[src/rtl/comparador_serial_i_d.sv]
// Bit-serial MSB-first magnitude comparator with a start/done handshake.
// Tracks EQ/GT/LT across WIDTH accepted bit pairs and registers A>=B, A>B and A==B.
module comparador_serial_i_d #(
  parameter int WIDTH = 8
) (
  input  logic clk,
  input  logic rst,
  input  logic start,
  input  logic bit_valid,
  input  logic a_p,
  input  logic b_p,
  output logic busy,
  output logic done,
  output logic result_valid,
  output logic p_x,
  output logic a_gt_b,
  output logic a_eq_b
);

  localparam int CW = $clog2(WIDTH + 1);
  localparam logic [CW-1:0] LAST = CW'(WIDTH - 1);

  typedef enum logic [1:0] {IDLE, CMP, DONE} state_t;
  typedef enum logic [1:0] {REL_EQ, REL_GT, REL_LT} rel_t;

  state_t        state_q, state_d;
  rel_t          rel_q, rel_d;
  logic [CW-1:0] cnt_q, cnt_d;
  logic          valid_q, valid_d;
  logic          px_q, px_d;
  logic          gt_q, gt_d;
  logic          eq_q, eq_d;

  always_ff @(posedge clk) begin
    if (rst) begin
      state_q <= IDLE;
      rel_q   <= REL_EQ;
      cnt_q   <= '0;
      valid_q <= 1'b0;
      px_q    <= 1'b0;
      gt_q    <= 1'b0;
      eq_q    <= 1'b0;
    end else begin
      state_q <= state_d;
      rel_q   <= rel_d;
      cnt_q   <= cnt_d;
      valid_q <= valid_d;
      px_q    <= px_d;
      gt_q    <= gt_d;
      eq_q    <= eq_d;
    end
  end

  // Accepting start (from IDLE or DONE) also retracts the previous result.
  always_comb begin
    state_d = state_q;
    rel_d   = rel_q;
    cnt_d   = cnt_q;
    valid_d = valid_q;
    px_d    = px_q;
    gt_d    = gt_q;
    eq_d    = eq_q;
    case (state_q)
      IDLE, DONE: begin
        if (start) begin
          state_d = CMP;
          rel_d   = REL_EQ;
          cnt_d   = '0;
          valid_d = 1'b0;
          px_d    = 1'b0;
          gt_d    = 1'b0;
          eq_d    = 1'b0;
        end else begin
          state_d = IDLE;
        end
      end
      CMP: begin
        if (bit_valid) begin
          cnt_d = cnt_q + CW'(1);
          if (rel_q == REL_EQ && a_p && !b_p) begin
            rel_d = REL_GT;
          end else if (rel_q == REL_EQ && !a_p && b_p) begin
            rel_d = REL_LT;
          end
          // The final pair may still decide the relation, so decode from rel_d.
          if (cnt_q == LAST) begin
            state_d = DONE;
            valid_d = 1'b1;
            px_d    = (rel_d != REL_LT);
            gt_d    = (rel_d == REL_GT);
            eq_d    = (rel_d == REL_EQ);
          end
        end
      end
      default: state_d = IDLE;
    endcase
  end

  assign busy         = (state_q == CMP);
  assign done         = (state_q == DONE);
  assign result_valid = valid_q;
  assign p_x          = px_q;
  assign a_gt_b       = gt_q;
  assign a_eq_b       = eq_q;

endmodule

[config.mk]
export PLATFORM = sky130hd
export DESIGN_NAME = comparador_serial_i_d
export DESIGN_NICKNAME = d
export VERILOG_FILES = /design/src/rtl/comparador_serial_i_d.sv
export SDC_FILE = /design/constraint.sdc
export NUM_CORES = 1
export LEC_CHECK = 0
export BUFFER_PORTS_ARGS = -buffer_cell sky130_fd_sc_hd__buf_2
export CAP_MARGIN = 40
export CORE_ASPECT_RATIO = 1.1
export CORE_UTILIZATION = 30
export DETAILED_ROUTE_END_ITERATION = 12
export SKIP_LAST_GASP = 1
export SYNTH_ARGS = -nofsm -noshare
export SYNTH_HDL_FRONTEND = slang
export SYNTH_SLANG_ARGS = --single-unit
export TNS_END_PERCENT = 100
[constraint.sdc]
create_clock -name clk -period 1.1 [get_ports clk]
set_input_delay 0.22 -clock clk [delete_from_list [all_inputs] [get_ports clk]]
set_output_delay 0.22 -clock clk [all_outputs]
set_load 0.03 [all_outputs]
**After elaboration in Yosys (flattened, before gate mapping)**

Cells that the tools add are included.

- Bits in registers: 12
- Input port bits: 6
- Output and inout bits: 6
- Word-level logic and storage cells: 57

- Add/sub/neg operators: 1
- Eq/ne operators: 8
- Mux-type cells: 27
- Reduce and logical (&&, ||, !) cells: 14

Operators with widths:

| kind | count |
|---|---|
| $mux 2 | 8 |
| $mux 1 | 10 |
| $mux 4 | 2 |
| $pmux 1 s2 | 4 |
| $pmux 2 s2 | 2 |
| $pmux 4 s2 | 1 |
| $logic_not 2->1 | 3 |
| $ne 2x2->1 const B | 3 |
| $add 4x1->4 const B | 1 |
| $eq 2x1->1 const B | 2 |
| $eq 4x3->1 const B | 1 |
| $logic_and 1x1->1 | 4 |
| $reduce_and 4->1 | 1 |
| $reduce_and 3->1 | 1 |
| $eq 2x2->1 const B | 1 |
| $logic_not 1->1 | 2 |
| $ne 2x1->1 const B | 1 |
| $reduce_and 2->1 | 1 |
| $reduce_bool 2->1 | 1 |
| $reduce_or 2->1 | 1 |

**Depth between registers and ports, before layout**

Gate-level depths: netlist of run 1.

- Word-level depth: 11
- Gate-level depth with buffers: 5
- Mapped depth without buffers: 5

**Worst setup path before layout of run 1**

No wires, ideal clock.

- Kind: register -> register
- Start point: reg cnt_q[0]
- End point: reg gt_q (netlist: a_gt_b)
- Library setup time: 0.072 ns
- Arrival: 1.158 ns
- Data required time: 1.028 ns
- Slack: -0.130 ns
- Cell stages (with the launch flop): 6
- Buffers on the path: 0
- Clock period less this slack: 1.230 ns
- Cells stage by stage: dfxtp_1 -> ha_1 -> nand4b_1 -> or2_1 -> nand2_1 -> mux2i_1

- Cells in the longest elaborated chain, start to end: 3

RTL lines:

| element | RTL line | source |
|---|---|---|
| from (decl) | 28 | `logic [CW-1:0] cnt_q, cnt_d;` |
| from (signal assigned) | 46 | `cnt_q <= cnt_d;` |
| $eq 4x3->1 | 86 | `if (cnt_q == LAST) begin` |
| $ne 2x1->1 (no source line) | -- |  |
| $reduce_and 4->1 (no source line) | -- |  |
| to (signal assigned) | 49 | `gt_q <= gt_d;` |
| to (decl) | 31 | `logic gt_q, gt_d;` |

Every way passes these cells.
A chain may end at the register's enable or synchronous reset.

**Worst setup path after layout of run 1**

- Start point: reg state_q[0]
- End point: out done

- Cells in the longest elaborated chain, start to end: 1

RTL lines:

| element | RTL line | source |
|---|---|---|
| from (decl) | 26 | `state_t state_q, state_d;` |
| from (signal assigned) | 44 | `state_q <= state_d;` |
| $eq 2x2->1 | 100 | `assign done = (state_q == DONE);` |
| to (decl) | 13 | `output logic done,` |

Every way passes these cells.

==> results of run 1 <==
==> worst reg2reg max path, stage by stage, from the launching register on <==
cell      delay [ns]
dfxtp_2         0.35
ha_4            0.13
nand4b_1        0.12
or2_4           0.30
nand2_2         0.07
mux2i_1         0.16
==> report_power, final <==
| group | total [mW] | leakage, nW | switching, mW | internal (mW) |
|---|---|---|---|---|
| combinational | 0.152 | 0.210 | 0.0778 | 0.0741 |
| sequential | 0.449 | 0.0991 | 0.00803 | 0.441 |
| clock | 0.266 | 0.0138 | 0.140 | 0.127 |
| total | 0.868 | 0.323 | 0.226 | 0.642 |
==> sequential cells by signal, indices dropped and copies added, names as in the netlist <==
register,count
cnt_q,4
rel_q,2
state_q,2
a_eq_b,1
a_gt_b,1
p_x,1
result_valid,1
==> area by class of cell <==
type / count / area share, %
tap: 17 / 2.55
sequential: 12 / 29.7
multi-input combinational: 45 / 43.2
timing repair buffer: 23 / 19.8
clock buffer: 3 / 2.70
inverter: 4 / 2.10
==> per-layer routing <==
layer | GRT usage [%] | part of all wire, %
met4 | 11.3 | 0.94
met3 | 3.53 | 2.4
met2 | 21.2 | 51
met1 | 15.6 | 46
met5 | 0 | 0
==> repair_timing <==
item                                   CTS  global route
setup buffers                            1             1
gates resized for setup                 13            15
pin swaps                                8             7
setup endpoints to repair                9            13
endpoints found under the hold margin    0             0
==> synthesized netlist by cell type <==
master,number
o21ai_0,3
inv_1,4
a32oi_1,1
nand3_1,3
a41oi_1,1
ha_1,1
a21oi_1,8
nand2_1,4
and3b_1,1
nand2b_1,3
clkbuf_1,1
nor3_2,1
buf_4,1
nor3_1,4
nor2_1,5
dfxtp_1,12
nand4_1,2
or2_1,1
mux2i_1,1
xor2_1,1
nor2b_1,2
nand4b_1,1
xnor2_1,2
==> cells by family after synthesis <==
| group | Yosys count |
|---|---|
| flops | 12 |
| fa+ha+maj | 1 |
| xor+xnor | 3 |
| mux | 1 |
| compound gates | 13 |
| simple gates | 27 |
| buf+inv | 6 |
==> worst max path at each step <==
| stage | start | endpoint | slack [ns] | cells after the start |
|---|---|---|---|---|
| after floorplan | cnt_q[1] | a_gt_b | -0.09 | 5 |
| after global placement | cnt_q[1] | a_gt_b | -0.09 | 5 |
| after detailed placement | cnt_q[1] | a_gt_b | -0.12 | 5 |
| after CTS | state_q[0] | done | -0.13 | 3 |
| after global routing | state_q[0] | cnt_q[3] | -0.17 | 5 |
| final | state_q[0] | done | -0.13 | 3 |
==> through the flow <==
| stage | hold WS (ns) | setup TNS, ns | cell area (um2) | setup WS (ns) |
|---|---|---|---|---|
| after floorplan | 0.290 | -0.194 | 549 | -0.0891 |
| after global placement | 0.445 | -0.228 | 689 | -0.0938 |
| after detailed placement | 0.446 | -0.327 | 689 | -0.118 |
| after CTS | 0.274 | -0.490 | 763 | -0.128 |
| after global routing | 0.310 | -1.12 | 835 | -0.169 |
| final | 0.292 | -0.597 | 835 | -0.125 |
==> impl_metrics.csv, run 1 <==
group,metric,value,unit
power,p_per_area,1040,nW/um2
floorplan,num_rows,15,
drt,vias,533,
yosys,synth.area.mux_share,1.87,%
cells_and_area,drive_above_1_share,55.2,%
worst_hold_path,hold_start,"a_p",
grt,grt-ovfl-total,0,
drt,drt-pass1-iter-count,2,
floorplan,coreArea,1610,um2
sta,final_max_slew_viol_count,0,
setup_path,crit_family,"flip-flops",
cells_and_area,n_antenna_cell,0,
floorplan,fp.dieH,46.3,um
drt,first_iter_violations,20,
setup_path,r2r_cells,5,
setup_path,cp.required,0.88,ns
drt,routed_wl,1.28,mm
setup_path,start_kind,"flop",
sta,setup_viol_count_final,8,
cts,cts_buffers,3,
sta,skew,0.00807,ns
worst_hold_path,hold_class,"in2reg",
grt,grt_max_degree,14,
setup_path,reg2reg_slack,-0.11,ns
grt,grtUsageTotal,13.5,%
setup_path,arrival,1.01,ns
cts,cts_sinks,12,
place,portBuffers,11,
yosys,syn_area,534,um2
sta,fmax,0.816,GHz
cells_and_area,final_common_cell,"buf_4",
drt,drt-vias-per-instance,5.13,
power,p_leak,0.323,nW
floorplan,die_w,42.2,um
setup_path,end_kind,"output port",
cts,clkTransAtPathRegs,0.07,ns
grt,grt_pass1_wl,1.84,mm
cells_and_area,finalNonFillerCells,104,
cts,cts_buffer_depth,2,
cts,cts_tree,"built",
setup_path,rr_endpoint,"a_gt_b",
outcome,status,"finished, violations left",
sta,tightest_slew,0.290,ns
sta,maxSlewHeadroom,80.7,%
yosys,synth_seq_cells,12,
setup_path,crit_fanout,3,
setup_path,crit_type,"reg2out",
floorplan,io_pins,12,
setup_path,cp_cell_sequence,"buf_6, nor2b_1, buf_4",
drt,final_antenna_net_count,0,
cts,clk_latency,0.27,ns
sta,fin_crit_sh,111,%
yosys,synth_fp_nets,70,
cells_and_area,final_cell_mix,"buf_4 (10), buf_2 (9), dfxtp_1 (8)",
place,place_inst,99,
cells_and_area,multi_input_comb_area,360,um2
yosys,ys_warn_count,0,
yosys,synth_fa_ha_area_share,2.34,%
cells_and_area,syn_to_final_growth,56.2,%
sta,hold_viol,0,
sta,fin_crit,1.23,ns
yosys,synth_seq_area_share,45.0,%
cts,cts_hold_buf,0,
worst_hold_path,holdPathEnd,"a_eq_b",
yosys,synthXorXnorAreaFrac,4.92,%
job,cap_violations,0,
setup_path,critPathMaxStageDelay,0.36,ns
cells_and_area,fillers,148,
yosys,yosysTopAreaCell,"dfxtp_1",
worst_hold_path,hold_depth,4,
yosys,yosysUniqueCellTypes,23,
cells_and_area,utilization,51.7,%
drt,drc,0,
yosys,synth_top_area_share,45.0,%
floorplan,start_util,33.1,%
yosys,syn_inst,63,
cells_and_area,nets,96,
place,gp_congestion,0.740,
sta,rsz0062_at_grt,"true",
drt,wl_per_cell,12.3,um
yosys,synthSimpleGateAreaFrac,27.4,%
power,vdd_drop_max,0.743,mV
yosys,synth_top_family_by_area,"simple AND/OR/NAND/NOR gates",
floorplan,dieArea,1950,um2
yosys,syn_avg_cell_area,8.48,um2
grt,grt_pass1_vias,445,
yosys,synth_compound_area_share,13.6,%
setup_path,cpMaxStageDelayCell,"dfxtp_4",
outcome,violations,"negative setup slack",
power,power.total,0.868,mW
cts,htreeDepth,1,
sta,finalWorstSetupSlack,-0.125,ns
setup_path,rr_startpoint,"cnt_q[0]",
yosys,synthTopCellsByArea,"dfxtp_1 (45%), a21oi_1 (7.5%), nor3_1 (3.7%)",
grt,antenna_found_initial,0,
place,hpwl,877,um
cells_and_area,ff_latch_area,248,um2
setup_path,cp_num_buf_inv,2,
cts,root_buffer,"clkbuf_4",
No activity file was read; power rests on OpenSTA's default activity.
==> run 2: changes to the inputs <==
- ABC_AREA: not set -> 1
- ABC_CLOCK_PERIOD_IN_PS: not set -> 1100
==> impl_metrics.csv, run 2 <==
group,metric,value,unit
outcome,status,"finished, violations left",
outcome,violations,"negative setup slack",
sta,tightest_slew,0.197,ns
yosys,synth_seq_area_share,39.3,%
sta,skew,0.00475,ns
drt,routed_wl,1.35,mm
cells_and_area,n_antenna_cell,0,
drt,drc,0,
yosys,synthXorXnorAreaFrac,0,%
setup_path,cp.required,0.88,ns
sta,whs,0.163,ns
yosys,async_flop_share,0,%
sta,setup_tns,-0.108,ns
drt,first_iter_violations,8,
setup_path,arrival,0.94,ns
place,gp_congestion,0.808,
cts,cts_hold_buf,0,
sta,maxSlewHeadroom,86.8,%
power,power.total,0.929,mW
yosys,yosysMostFrequentCell,"nand2_1",
cells_and_area,drive_above_1_share,47.2,%
cts,root_buffer,"clkbuf_4",
floorplan,die_w,45.0,um
floorplan,io_pins,12,
power,p_per_area,1070,nW/um2
floorplan,fp.dieH,49.3,um
setup_path,end_kind,"output port",
yosys,yosysUniqueCellTypes,19,
yosys,syn_avg_cell_area,7.27,um2
place,portBuffers,11,
setup_path,start_kind,"flop",
sta,finalWorstSetupSlack,-0.0563,ns
yosys,synthSimpleGateAreaFrac,43.2,%
cells_and_area,syn_to_final_growth,42.0,%
yosys,syn_area,611,um2
sta,setup_viol_count_final,3,
cells_and_area,largest_reg_flops,4,
yosys,syn_inst,84,
yosys,yosysTopAreaCell,"dfxtp_1",
power,p_leak,0.395,nW
cts,htreeDepth,1,
drt,drt-pass1-iter-count,4,
grt,grtUsageTotal,14.0,%
cells_and_area,finalNonFillerCells,133,
cells_and_area,fillers,194,
yosys,synthTopCellsByCount,"nand2_1 (24), dfxtp_1 (12), nor2_1 (11)",
drt,final_antenna_net_count,0,
yosys,synth_top_family_by_area,"simple AND/OR/NAND/NOR gates",
sta,hold_viol,0,
yosys,synth_edf_count,0,
place,pre_cts_slack,-0.0386,ns
setup_path,cp_cell_sequence,"buf_6, nor2_4, buf_6",
sta,rsz0062_at_grt,"true",
cells_and_area,reg_top3,"cnt_q (4), rel_q (2), state_q (2)",
yosys,synthTopCellsByArea,"dfxtp_1 (39%), nand2_1 (15%), nor2_1 (6.8%)",
place,place_inst,124,
grt,grt-ovfl-total,0,
setup_path,crit_type,"reg2out",
worst_hold_path,hold_class,"in2reg",
yosys,ys_warn_count,0,
grt,antenna_found_initial,0,
cells_and_area,multi_input_comb_area,377,um2
cts,clkTransAtPathRegs,0.07,ns
grt,grt_max_degree,7,
cts,clk_latency,0.27,ns
cts,cts_buffer_depth,2,
floorplan,dieArea,2220,um2
cts,cts_tree,"built",
cells_and_area,nets,115,
cells_and_area,largest-register,"cnt_q",
sta,final_max_slew_viol_count,0,
power,vdd_drop_max,0.704,mV
setup_path,crit_fanout,2,
setup_path,cpMostUsedCell,"buf_6",
yosys,synth.area.mux_share,0,%
setup_path,reg2reg_slack,-0.02,ns
grt,grt_pass1_vias,552,
cts,cts_buffers,3,
cells_and_area,final_cell_mix,"nand2_1 (20), buf_2 (9)",
drt,vias,595,
yosys,synth_fa_ha_area_share,2.05,%
drt,wl_per_cell,10.2,um
job,cap_violations,0,
yosys,synth_flop_cell,"dfxtp_1",
floorplan,num_rows,16,
yosys,synth_fp_nets,91,
yosys,synth_compound_area_share,7.79,%
yosys,synth_seq_cells,12,
cells_and_area,ff_latch_area,248,um2
setup_path,cpMaxStageDelayCell,"dfxtp_2",
setup_path,critPathMaxStageDelay,0.34,ns
drt,drt-vias-per-instance,4.47,
cts,cts_sinks,12,
yosys,synth_top_area_share,39.3,%
grt,grt_pass1_wl,2.21,mm
cells_and_area,final_common_cell,"nand2_1",
floorplan,coreArea,1840,um2
floorplan,start_util,33.2,%
sta,fin_crit_sh,105,%
place,hpwl,944,um
sta,fin_crit,1.16,ns
sta,fmax,0.865,GHz
run 2: through the flow:
step | utilization [%] | area [um2]
global placement | 38.9 | 717
finish | 47.1 | 867
global route | 47.1 | 867
detailed placement | 38.9 | 717
CTS | 42.8 | 788
floorplan | - | 613
run 2: critical path: cells and delay by family (launching register included):
kind	cells	cell delay (ns)
flip-flops	1	0.34
buffers and inverters	2	0.25
AND/OR/NAND/NOR	1	0.07
run 2: kinds of logic (layout without fill, tap and decap cells):
family,count (synthesis),count (layout)
compound gates,9,9
fa+ha+maj,1,1
buf+inv,12,34
flops,12,12
simple gates,50,50
run 2: timing repair:
item                                    4_1_cts  5_1_grt
pin swaps                                     3        5
resized for setup                            15       12
endpoints found under the setup margin        4       12
buffers inserted                              2        4
run 2: path summary, 6_finish.rpt:
check,from,to,cells past startpoint
worst max-delay path,state_q[0],done,3
worst min-delay path,rst,cnt_q[1],2
worst max register to register,cnt_q[0],a_gt_b,8
worst min register to register,p_x,p_x,2
run 2: layout make-up:
class                      instances  share of cell area (%)
multi-input combinational         60                    43.4
tap                               27                    3.90
inverter                          12                    5.92
clock buffer                       3                    2.60
timing repair buffer              19                    15.6
sequential                        12                    28.6
run 2: layer usage:
metal | global-route usage [%] | part of all wire (%) | routed length, um | vias up
met5 | 0 | 0 | 0 | -
met4 | 9.09 | 2.6 | 35 | 0
met3 | 2.22 | 4.1 | 56 | 4
met2 | 24.2 | 50 | 679 | 21
met1 | 14.9 | 43 | 583 | 266
li1 | - | - | - | 304
run 2: power breakdown:
group          total (mW)  internal, mW  switching [mW]
Clock               0.267         0.127           0.141
Combinational       0.208        0.0872           0.121
Sequential          0.453         0.445         0.00833
Total               0.929         0.659           0.270
